`src/rtl/load_store_unit_if.sv`:
```
// Data-memory bus between the load/store unit and the data memory.
// Signal names are written from the load/store unit's side of the bus.
interface load_store_unit_if;
   logic        dmem_req_o;
   logic        dmem_we_o;
   logic [3:0]  dmem_be_o;
   logic [31:0] dmem_addr_o;
   logic [31:0] dmem_wdata_o;
   logic        dmem_gnt_i;
   logic        dmem_rvalid_i;
   logic [31:0] dmem_rdata_i;

   modport master (
      output dmem_req_o, dmem_we_o, dmem_be_o, dmem_addr_o, dmem_wdata_o,
      input  dmem_gnt_i, dmem_rvalid_i, dmem_rdata_i
   );

   modport slave (
      input  dmem_req_o, dmem_we_o, dmem_be_o, dmem_addr_o, dmem_wdata_o,
      output dmem_gnt_i, dmem_rvalid_i, dmem_rdata_i
   );
endinterface

```
`src/rtl/load_store_unit.sv`:
```
// M-stage load/store unit: checks alignment, issues one data-memory
// request per op, stalls the pipeline until completion or timeout, and
// returns sign/zero-extended load data to the W stage.
module load_store_unit #(
   parameter int unsigned MAX_WAIT = 15
) (
   input  logic        clk_i,
   input  logic        rst_n_i,
   input  logic        req_valid_i,
   input  logic        req_we_i,
   input  logic [1:0]  req_size_i,
   input  logic        req_unsigned_i,
   input  logic [31:0] addr_i,
   input  logic [31:0] wdata_i,
   output logic        stall_o,
   output logic        ld_valid_o,
   output logic [31:0] ld_data_o,
   output logic        misalign_o,
   output logic        timeout_o,
   load_store_unit_if.master dmem
);

   typedef enum logic [1:0] {S_IDLE, S_REQ, S_WAIT} state_t;

   localparam logic [1:0] SZ_BYTE = 2'b00;
   localparam logic [1:0] SZ_HALF = 2'b01;
   localparam logic [1:0] SZ_WORD = 2'b10;
   // Counter value seen in the last cycle a transaction may stay busy.
   localparam logic [7:0] LP_LAST = 8'(MAX_WAIT - 1);

   state_t      r_state;
   logic        r_we;
   logic [1:0]  r_size;
   logic        r_unsigned;
   logic [1:0]  r_off;
   logic [29:0] r_addr_hi;
   logic [3:0]  r_be;
   logic [31:0] r_wdata;
   logic [7:0]  r_cnt;
   logic        r_dmem_req;
   logic        r_ld_valid;
   logic [31:0] r_ld_data;
   logic        r_misalign;
   logic        r_timeout;

   logic        w_misalign;
   logic        w_accept;
   logic        w_busy;
   logic        w_done_st;
   logic        w_done_ld;
   logic        w_done;
   logic        w_timeout;
   logic [3:0]  w_be;
   logic [31:0] w_wdata;
   logic [7:0]  w_byte;
   logic [15:0] w_half;
   logic [31:0] w_ld_data;

   assign w_misalign = (req_size_i == 2'b11)
                     || ((req_size_i == SZ_HALF) && addr_i[0])
                     || ((req_size_i == SZ_WORD) && (addr_i[1:0] != 2'b00));
   assign w_accept   = (r_state == S_IDLE) && req_valid_i && !w_misalign;
   assign w_busy     = (r_state != S_IDLE);
   // rvalid only counts once the request has been granted.
   assign w_done_st  = (r_state == S_REQ) && dmem.dmem_gnt_i && r_we;
   assign w_done_ld  = ((r_state == S_REQ) && dmem.dmem_gnt_i && !r_we && dmem.dmem_rvalid_i)
                     || ((r_state == S_WAIT) && dmem.dmem_rvalid_i);
   assign w_done     = w_done_st || w_done_ld;
   assign w_timeout  = w_busy && !w_done && (r_cnt == LP_LAST);

   // Upstream advances on the completion or timeout edge, so stall drops then.
   assign stall_o    = w_accept || (w_busy && !w_done && !w_timeout);

   // Byte enables and lane-replicated store data from the incoming request.
   always_comb begin
      // NOTE: every output of a combinational block gets a default first, so no path leaves it unassigned and infers a latch.
      w_be    = 4'b1111;
      w_wdata = wdata_i;
      case (req_size_i)
         SZ_BYTE: begin
            w_be    = 4'b0001 << addr_i[1:0];
            w_wdata = {4{wdata_i[7:0]}};
         end
         SZ_HALF: begin
            w_be    = addr_i[1] ? 4'b1100 : 4'b0011;
            w_wdata = {2{wdata_i[15:0]}};
         end
         default: ;
      endcase
   end

   // Lane select and sign/zero extension of returning load data.
   always_comb begin
      w_byte    = dmem.dmem_rdata_i[8*r_off +: 8];
      w_half    = r_off[1] ? dmem.dmem_rdata_i[31:16] : dmem.dmem_rdata_i[15:0];
      w_ld_data = dmem.dmem_rdata_i;
      case (r_size)
         SZ_BYTE: w_ld_data = {{24{!r_unsigned && w_byte[7]}}, w_byte};
         SZ_HALF: w_ld_data = {{16{!r_unsigned && w_half[15]}}, w_half};
         default: ;
      endcase
   end

   // Transaction FSM with registered request, result and exception outputs.
   always_ff @(posedge clk_i or negedge rst_n_i) begin
      if (!rst_n_i) begin
         r_state    <= S_IDLE;
         r_we       <= 1'b0;
         r_size     <= 2'b00;
         r_unsigned <= 1'b0;
         r_off      <= 2'b00;
         r_addr_hi  <= '0;
         r_be       <= 4'b0000;
         r_wdata    <= '0;
         r_cnt      <= '0;
         r_dmem_req <= 1'b0;
         r_ld_valid <= 1'b0;
         r_ld_data  <= '0;
         r_misalign <= 1'b0;
         r_timeout  <= 1'b0;
      end else begin
         // NOTE: sequential state uses non-blocking assignments so every flop samples pre-edge values.
         r_ld_valid <= 1'b0;
         r_misalign <= 1'b0;
         r_timeout  <= 1'b0;
         case (r_state)
            S_IDLE: begin
               if (req_valid_i && w_misalign) begin
                  r_misalign <= 1'b1;
               end else if (w_accept) begin
                  r_we       <= req_we_i;
                  r_size     <= req_size_i;
                  r_unsigned <= req_unsigned_i;
                  r_off      <= addr_i[1:0];
                  r_addr_hi  <= addr_i[31:2];
                  r_be       <= w_be;
                  r_wdata    <= w_wdata;
                  r_cnt      <= '0;
                  r_dmem_req <= 1'b1;
                  r_state    <= S_REQ;
               end
            end
            default: begin
               r_cnt <= r_cnt + 8'd1;
               if (w_done) begin
                  r_dmem_req <= 1'b0;
                  r_state    <= S_IDLE;
                  if (w_done_ld) begin
                     r_ld_data  <= w_ld_data;
                     r_ld_valid <= 1'b1;
                  end
               end else if (w_timeout) begin
                  r_dmem_req <= 1'b0;
                  r_timeout  <= 1'b1;
                  r_state    <= S_IDLE;
               end else if ((r_state == S_REQ) && dmem.dmem_gnt_i) begin
                  r_dmem_req <= 1'b0;
                  r_state    <= S_WAIT;
               end
            end
         endcase
      end
   end

   assign dmem.dmem_req_o   = r_dmem_req;
   assign dmem.dmem_we_o    = r_we;
   assign dmem.dmem_be_o    = r_be;
   assign dmem.dmem_addr_o  = {r_addr_hi, 2'b00};
   assign dmem.dmem_wdata_o = r_wdata;
   assign ld_valid_o        = r_ld_valid;
   assign ld_data_o         = r_ld_data;
   assign misalign_o        = r_misalign;
   assign timeout_o         = r_timeout;

endmodule

```
`src/flat_wrapper.sv`:
```
// flat-port wrapper written by rule: the top's interface ports become plain ports
module load_store_unit_flat 
#(
   parameter int unsigned MAX_WAIT = 15
)
  (clk_i, rst_n_i, req_valid_i, req_we_i, req_size_i, req_unsigned_i, addr_i, wdata_i, stall_o, ld_valid_o, ld_data_o, misalign_o, timeout_o, dmem_dmem_req_o, dmem_dmem_we_o, dmem_dmem_be_o, dmem_dmem_addr_o, dmem_dmem_wdata_o, dmem_dmem_gnt_i, dmem_dmem_rvalid_i, dmem_dmem_rdata_i);
  load_store_unit_if dmem_i ();
  input  logic clk_i;
  input  logic rst_n_i;
  input  logic req_valid_i;
  input  logic req_we_i;
  input  logic [1:0] req_size_i;
  input  logic req_unsigned_i;
  input  logic [31:0] addr_i;
  input  logic [31:0] wdata_i;
  output logic stall_o;
  output logic ld_valid_o;
  output logic [31:0] ld_data_o;
  output logic misalign_o;
  output logic timeout_o;
  output wire logic [$bits(dmem_i.dmem_req_o)-1:0] dmem_dmem_req_o;
  output wire logic [$bits(dmem_i.dmem_we_o)-1:0] dmem_dmem_we_o;
  output wire logic [$bits(dmem_i.dmem_be_o)-1:0] dmem_dmem_be_o;
  output wire logic [$bits(dmem_i.dmem_addr_o)-1:0] dmem_dmem_addr_o;
  output wire logic [$bits(dmem_i.dmem_wdata_o)-1:0] dmem_dmem_wdata_o;
  input wire logic [$bits(dmem_i.dmem_gnt_i)-1:0] dmem_dmem_gnt_i;
  input wire logic [$bits(dmem_i.dmem_rvalid_i)-1:0] dmem_dmem_rvalid_i;
  input wire logic [$bits(dmem_i.dmem_rdata_i)-1:0] dmem_dmem_rdata_i;
  assign dmem_dmem_req_o = dmem_i.dmem_req_o;
  assign dmem_dmem_we_o = dmem_i.dmem_we_o;
  assign dmem_dmem_be_o = dmem_i.dmem_be_o;
  assign dmem_dmem_addr_o = dmem_i.dmem_addr_o;
  assign dmem_dmem_wdata_o = dmem_i.dmem_wdata_o;
  assign dmem_i.dmem_gnt_i = dmem_dmem_gnt_i;
  assign dmem_i.dmem_rvalid_i = dmem_dmem_rvalid_i;
  assign dmem_i.dmem_rdata_i = dmem_dmem_rdata_i;
  load_store_unit #(.MAX_WAIT(MAX_WAIT)) u_core (.clk_i(clk_i), .rst_n_i(rst_n_i), .req_valid_i(req_valid_i), .req_we_i(req_we_i), .req_size_i(req_size_i), .req_unsigned_i(req_unsigned_i), .addr_i(addr_i), .wdata_i(wdata_i), .stall_o(stall_o), .ld_valid_o(ld_valid_o), .ld_data_o(ld_data_o), .misalign_o(misalign_o), .timeout_o(timeout_o), .dmem(dmem_i));
endmodule
```
`config.mk`:
```
export PLATFORM = sky130hd
export DESIGN_NAME = load_store_unit_flat
export DESIGN_NICKNAME = d
export VERILOG_FILES = /design/src/rtl/load_store_unit_if.sv /design/src/rtl/load_store_unit.sv /design/src/flat_wrapper.sv
export SDC_FILE = /design/constraint.sdc
export NUM_CORES = 1
export LEC_CHECK = 0
export BUFFER_PORTS_ARGS = -buffer_cell sky130_fd_sc_hd__buf_2
export CORE_MARGIN = 1
export CORE_UTILIZATION = 40
export CTS_CLUSTER_SIZE = 25
export DETAILED_ROUTE_END_ITERATION = 10
export PLACE_DENSITY_LB_ADDON = 0.25
export SLEW_MARGIN = 30
export SYNTH_ARGS = -nofsm -noshare
export SYNTH_HDL_FRONTEND = slang
export SYNTH_SLANG_ARGS = --single-unit
```
`constraint.sdc`:
```
create_clock -name clk_i -period 5.9 [get_ports clk_i]
set_input_delay 1.18 -clock clk_i [delete_from_list [all_inputs] [get_ports clk_i]]
set_output_delay 1.18 -clock clk_i [all_outputs]
set_load 0.01 [all_outputs]
```
Word-level counts from Yosys, hierarchy flattened
Cells that the tools add are included.
{"block": "word_totals", "reg_bits": 118, "input_bits": 105, "output_inout_bits": 106, "word_cells": 91}
{"block": "classes", "n_addsub": 1, "eq_ne": 9, "shift": 2, "mux": 28, "n_bitwise": 2, "reduce_logical": 35}
{"operator": "case mux 32 bit (2 select lines)", "count": 2}
{"operator": "variable part select 32 x 6 -> 8 bit", "count": 1}
{"operator": "two-way mux 8 bit", "count": 3}
{"operator": "two-way mux 16 bit", "count": 1}
{"operator": "logical AND 1 bit", "count": 15}
{"operator": "two-way mux 1 bit", "count": 14}
{"operator": "two-way mux 2 bit", "count": 6}
{"operator": "AND reduction 3 bit", "count": 3}
{"operator": "adder 8 x 1 -> 8 bit, second input constant", "count": 1}
{"operator": "equality test 8 x 4 -> 1 bit, second input constant", "count": 1}
{"operator": "case mux 4 bit (2 select lines)", "count": 1}
{"operator": "equality test 2 x 1 -> 1 bit, second input constant", "count": 3}
{"operator": "equality test 2 bit, second input constant", "count": 3}
{"operator": "logical NOT 2 bit", "count": 3}
{"operator": "logical NOT 1 bit", "count": 5}
{"operator": "logical OR 1 bit", "count": 5}
{"operator": "two-way mux 4 bit", "count": 1}
{"operator": "nonzero test 2 bit", "count": 2}
{"operator": "nonzero test 4 bit", "count": 1}
{"operator": "left shift 1 x 2 -> 4 bit, first input constant", "count": 1}
{"operator": "!= test 2 x 1 -> 1 bit, second input constant", "count": 1}
{"operator": "!= test 2 bit, second input constant", "count": 1}
{"operator": "inverter 1 bit", "count": 2}
{"operator": "AND reduction 2 bit", "count": 1}

Longest topological paths before layout
{"block": "depth", "depth_word": 12, "mapped_depth": 7, "mapped_depth_nobuf": 6}

Worst setup path before layout
Ideal clock, no wire load.
{"block": "synth_timing", "path_kind": "input-to-output", "from": "input req_size_i[0]", "to": "output stall_o", "arrival_time_ns": 2.064, "required_time_ns": 4.720, "setup_slack_ns": 2.656, "cell_stages": 6, "path_buffers": 3, "cell_sequence": "buf_2 nor3_1 o211ai_1 buf_2 buf_6 nand2b_1"}
{"block": "synth_between", "elab_chain_len": 7, "elab_cells_between_ends": 10, "classes_between": "eq/ne (3); reduce/logical (7)"}
{"element": "start, declared", "line_no": "flat_wrapper.sv:12", "text": "input logic [1:0] req_size_i;"}
{"element": "equality test 2 x 1 -> 1 bit", "line_no": "load_store_unit.sv:60", "text": "|| ((req_size_i == SZ_HALF) && addr_i[0])"}
{"element": "logical AND 1 bit", "line_no": "load_store_unit.sv:60"}
{"element": "logical OR 1 bit", "line_no": "load_store_unit.sv:60"}
{"element": "logical OR 1 bit *", "line_no": "load_store_unit.sv:61", "text": "|| ((req_size_i == SZ_WORD) && (addr_i[1:0] != 2'b00));"}
{"element": "logical NOT 1 bit *", "line_no": "load_store_unit.sv:62", "text": "assign w_accept = (r_state == S_IDLE) && req_valid_i && !w_misalign;"}
{"element": "logical AND 1 bit *", "line_no": "load_store_unit.sv:62"}
{"element": "logical OR 1 bit *", "line_no": "load_store_unit.sv:72", "text": "assign stall_o = w_accept || (w_busy && !w_done && !w_timeout);"}
{"element": "end, declared", "line_no": "flat_wrapper.sv:16", "text": "output logic stall_o;"}
Every way passes the cells marked *; elsewhere a longest branch is shown, timed or not.

Worst setup path after layout
{"block": "layout_timing", "from": "input req_size_i[1]", "to": "output stall_o"}
The elaborated chain is that of the path after synthesis.

==> summary.md <==
| Metric | Value |
|---|---|
| Lkg Pwr | `3.60 nW` |
| CTS tree | `built` |
| Core region area | `roughly 13,000 um2` |
| Reg-to-Reg Start | `u_core.r_state[0]$_DFFE_PN0P_` |
| Yosys reg bits | `~120` |
| Overflow after GRT | `0` |
| Worst Setup End Kind | `output pin` |
| Fillers | `1,235` |
| Hold Startpoint | `u_core.dmem.dmem_be_o[2]$_DFFE_PN0P_` |
| Area taken by multi-input logic gates | `2370 um2` |
| Arr. time, crit path | `approximately 2.4 ns` |
| Placer Congestion | `between 0.8 and 0.9` |
| Number of I/O port buffers | `between 200 and 250` |
| Asr flop ratio synth | `100%` |
| Antenna violations before repair | `0` |
| Placed inst area | `around 6600 um2` |
| Ant diodes | `0` |
| CP required | `between 4 and 5 ns` |
| Sequential share of power | `40.8%` |
| Simple-gate share of the synthesized area | `14.2%` |
| Clock buffer count from CTS | `17` |
| Pint | `~0.0020 W` |
| P per Cell Area | `a little over 400 nW/um2` |
| Layout cells sized above 1 | `42.4%` |
| Synthesized instance count | `about 520` |
| Fin nets | `815` |
| First-pass GRT wire length | `about 23,000 um` |
| Slew headroom | `about two fifths` |
| Final HPWL from detailed placement | `between 9000 and 10,000 um` |
| DIE WIDTH | `about 120 um` |
| Drt wl/cell | `15.7 um` |
| Max Freq | `between 0.2 and 0.3 GHz` |
| Setup TNS | `0 ns` |
| Worst vdd ir | `184 uV` |
| Worst Tran Pin Value | `0.925 ns` |
| Clk_lat worst skew | `~0.41 ns` |
| Final instance area | `7140 um2` |
| Vias in the first global route | `approximately 4,600` |
| Synth area leader | `dfrtp_1` |
| Final setup violation count | `0` |
| Post-cts sizing count | `0` |
| Clock Skew | `approximately 0.0075 ns` |
| RSZ-0062 raised after global routing | `false` |
| Detailed-route DRC error count | `0` |
| Pre-antenna DRT Iters | `4` |
| Worst Path Max Fanout | `31` |
| First DRT Iteration DRCs | `254` |
| Syn avg cell area | `about 11 um2` |
| Seq/Total Area, Yosys | `a little over half` |
| Cells after DPL | `865` |
| Mux share of post-synthesis cell area | `between 15 and 20%` |
| YS warnings | `0` |
| Sw frac | `31.3%` |
| Synth area leaders | `dfrtp_1, mux2_2, nand2_1` |
| Worst-path clk slew | `~0.050 ns` |
| Via count | `~4,700` |
| Starting density of the core | `about two fifths` |
| Final Hold Fails | `0` |
| DIE HEIGHT | `about 120 um` |
| Hold Crit Class | `reg2reg` |
| Top cell type's share of synthesized area | `a little over half` |
| Fin crit share | `between 60% and 70%` |
| Kind of launch point of the worst setup path | `input port` |
| Pre-CTS WS | `between 2 and 2.5 ns` |
| P_sw | `about 0.0009 W` |
| Distinct cells, synth | `between 40 and 50` |
| Compound-gate portion of the synthesized area | `around 11%` |
| Fin. max-slew vios | `0` |
| Postcts setup bufs | `0` |
| Mapped Area | `around 5500 um2` |
| Combinational Power Share | `between 20% and 30%` |
| Top Ports | `between 200 and 250` |
| Routed wire length | `14,000 um` |
| Clk sinks | `117` |
| Outcome | `finished clean` |
| Max Buffers Root-to-Sink | `2` |
| Area grow syn2layout | `29.5%` |
| Synth Flop Type | `dfrtp_1` |
| Global-route usage over all layers | `between 20% and 30%` |
| Critical path launch point | `req_size_i[1]` |
| Max Cap Viol | `0` |
| Main combinational cell family by area after synthesis | `multiplexers` |
| Post-synthesis adder-cell area fraction | `less than 1%` |
| Synth Area in XOR/XNOR | `less than 1%` |
| Post-synth EDFFs | `0` |
| Root Driver | `clkbuf_16` |
| Clock share of power | `32.4%` |
| Non-filler cells, final | `approximately 900` |
| Worst Path Class, Setup | `in2out` |
| Antenna Nets Post-Route | `0` |
| Tmin final | `3.55 ns` |
| Num rows | `42` |
| Register area | `slightly below 3000 um2` |
| H-tree Lvls | `4` |
| DIE AREA | `about 14,000 um2` |
| Setup ws final | `around 2.3 ns` |
| Pin count of the biggest net entering global routing | `101` |
| Via-to-Cell Ratio | `5.20` |
| CTS Hold Buffers Added | `0` |
## state kept, by name, summed over array words and instances (netlist names)
register                  flops
u_core.ld_valid_o             1
u_core.r_size                 2
u_core.r_addr_hi             30
u_core.r_unsigned             1
u_core.r_state                2
u_core.ld_data_o             32
u_core.misalign_o             1
u_core.r_cnt                  8
u_core.dmem.dmem_be_o         4
u_core.dmem.dmem_wdata_o     32
u_core.r_off                  2
u_core.timeout_o              1
u_core.dmem.dmem_we_o         1
## layout make-up
class                           instances  share of cell area, %
Clock buffer                           27                   7.05
Clock inverter                          4                  0.631
Inverter                                3                  0.158
Multi-Input combinational cell        359                   33.2
Sequential cell                       117                   41.0
Tap cell                              176                   3.08
Timing Repair Buffer                  210                   14.9
## cell usage after synthesis (2+ instances only)
| cell type | count |
|---|---|
| mux2_2 | 61 |
| ha_1 | 2 |
| nand4_1 | 2 |
| or2_2 | 2 |
| a21o_1 | 8 |
| nand2_1 | 72 |
| nor2_1 | 29 |
| nor2b_1 | 8 |
| clkbuf_1 | 17 |
| nand3_1 | 42 |
| inv_1 | 2 |
| nor3_1 | 2 |
| dfrtp_1 | 117 |
| o21ai_0 | 39 |
| buf_6 | 6 |
| nand2b_1 | 5 |
| and3_1 | 2 |
| buf_4 | 3 |
| xor2_1 | 2 |
| nor2_2 | 2 |
| o21a_1 | 2 |
| o211ai_1 | 3 |
| a21oi_1 | 14 |
| buf_2 | 10 |
| a22oi_1 | 16 |
| mux2i_1 | 24 |
| a31oi_1 | 8 |
## kinds of logic after synthesis
group / count (synthesis)
buffers and inverters: 40
multiplexers: 85
AND/OR/NAND/NOR: 171
flip-flops: 117
AO/OA/AOI/OAI: 97
adder cells (fa/ha/maj): 2
other: 1
XOR/XNOR: 2
## critical path, stage by stage
cell      delay (ns)
buf_2           0.53
a21oi_1         0.14
o211ai_1        0.28
nand2b_1        0.09
buf_2           0.14
## placed cells by master, fill, tap and decap left out, types with 3 or more instances in the layout
master,n
nand2b_1,5
clkbuf_1,6
a31oi_1,8
mux2_2,61
a22oi_1,16
nand3_1,42
clkbuf_16,17
clkinv_2,3
mux2i_1,24
buf_2,207
clkbuf_8,4
o211ai_1,3
nor2b_1,8
a21o_1,8
dfrtp_1,117
a21oi_1,14
o21ai_0,39
nor2_1,29
nand2_1,72
## path summary, 6_finish.rpt
path | slack [ns] | to | cells past startpoint
worst max-delay path | 2.35 | stall_o | 5
worst min-delay path | 0.47 | u_core.dmem.dmem_be_o[2]$_DFFE_PN0P_ | 2
worst max register to register | 3.31 | u_core.ld_data_o[15]$_DFFE_PN0P_ | 5
worst min register to register | 0.47 | u_core.dmem.dmem_be_o[2]$_DFFE_PN0P_ | 2
max in group asynchronous | 3.81 | u_core.ld_data_o[10]$_DFFE_PN0P_ | 2
min in group asynchronous | 0.83 | u_core.ld_data_o[24]$_DFFE_PN0P_ | 1
## layer usage
| metal | GRT usage (%) | routed length, um |
|---|---|---|
| met4 | 7.19 | 185 |
| met1 | 26.5 | 6080 |
| met3 | 7.09 | 1010 |
| met2 | 32.3 | 6770 |
| met5 | 0 | 0 |
## power groups by stage
| stage | registers (W) | logic [W] | clock network, W |
|---|---|---|---|
| 2_1_floorplan | 0.00127 | 0.000374 | 0 |
| 3_3_place_gp | 0.00120 | 0.000782 | 0 |
| 3_5_place_dp | 0.00121 | 0.000800 | 0 |
| 4_1_cts | 0.00120 | 0.000801 | 0.000978 |
| 5_1_grt | 0.00124 | 0.000872 | 0.00102 |
| 6_report | 0.00120 | 0.000788 | 0.000956 |
## stage by stage
step | power [W] | hold slack [ns] | util, %
detailed placement | 0.00201 | 0.461 | 49.4
finish | 0.00295 | 0.470 | 53.5
CTS | 0.00298 | 0.473 | 53.5
global placement | 0.00198 | 0.455 | 49.4
global route | 0.00313 | 0.498 | 53.5
floorplan | 0.00165 | 0.450 | -
No activity file was read; power rests on OpenSTA's default activity.
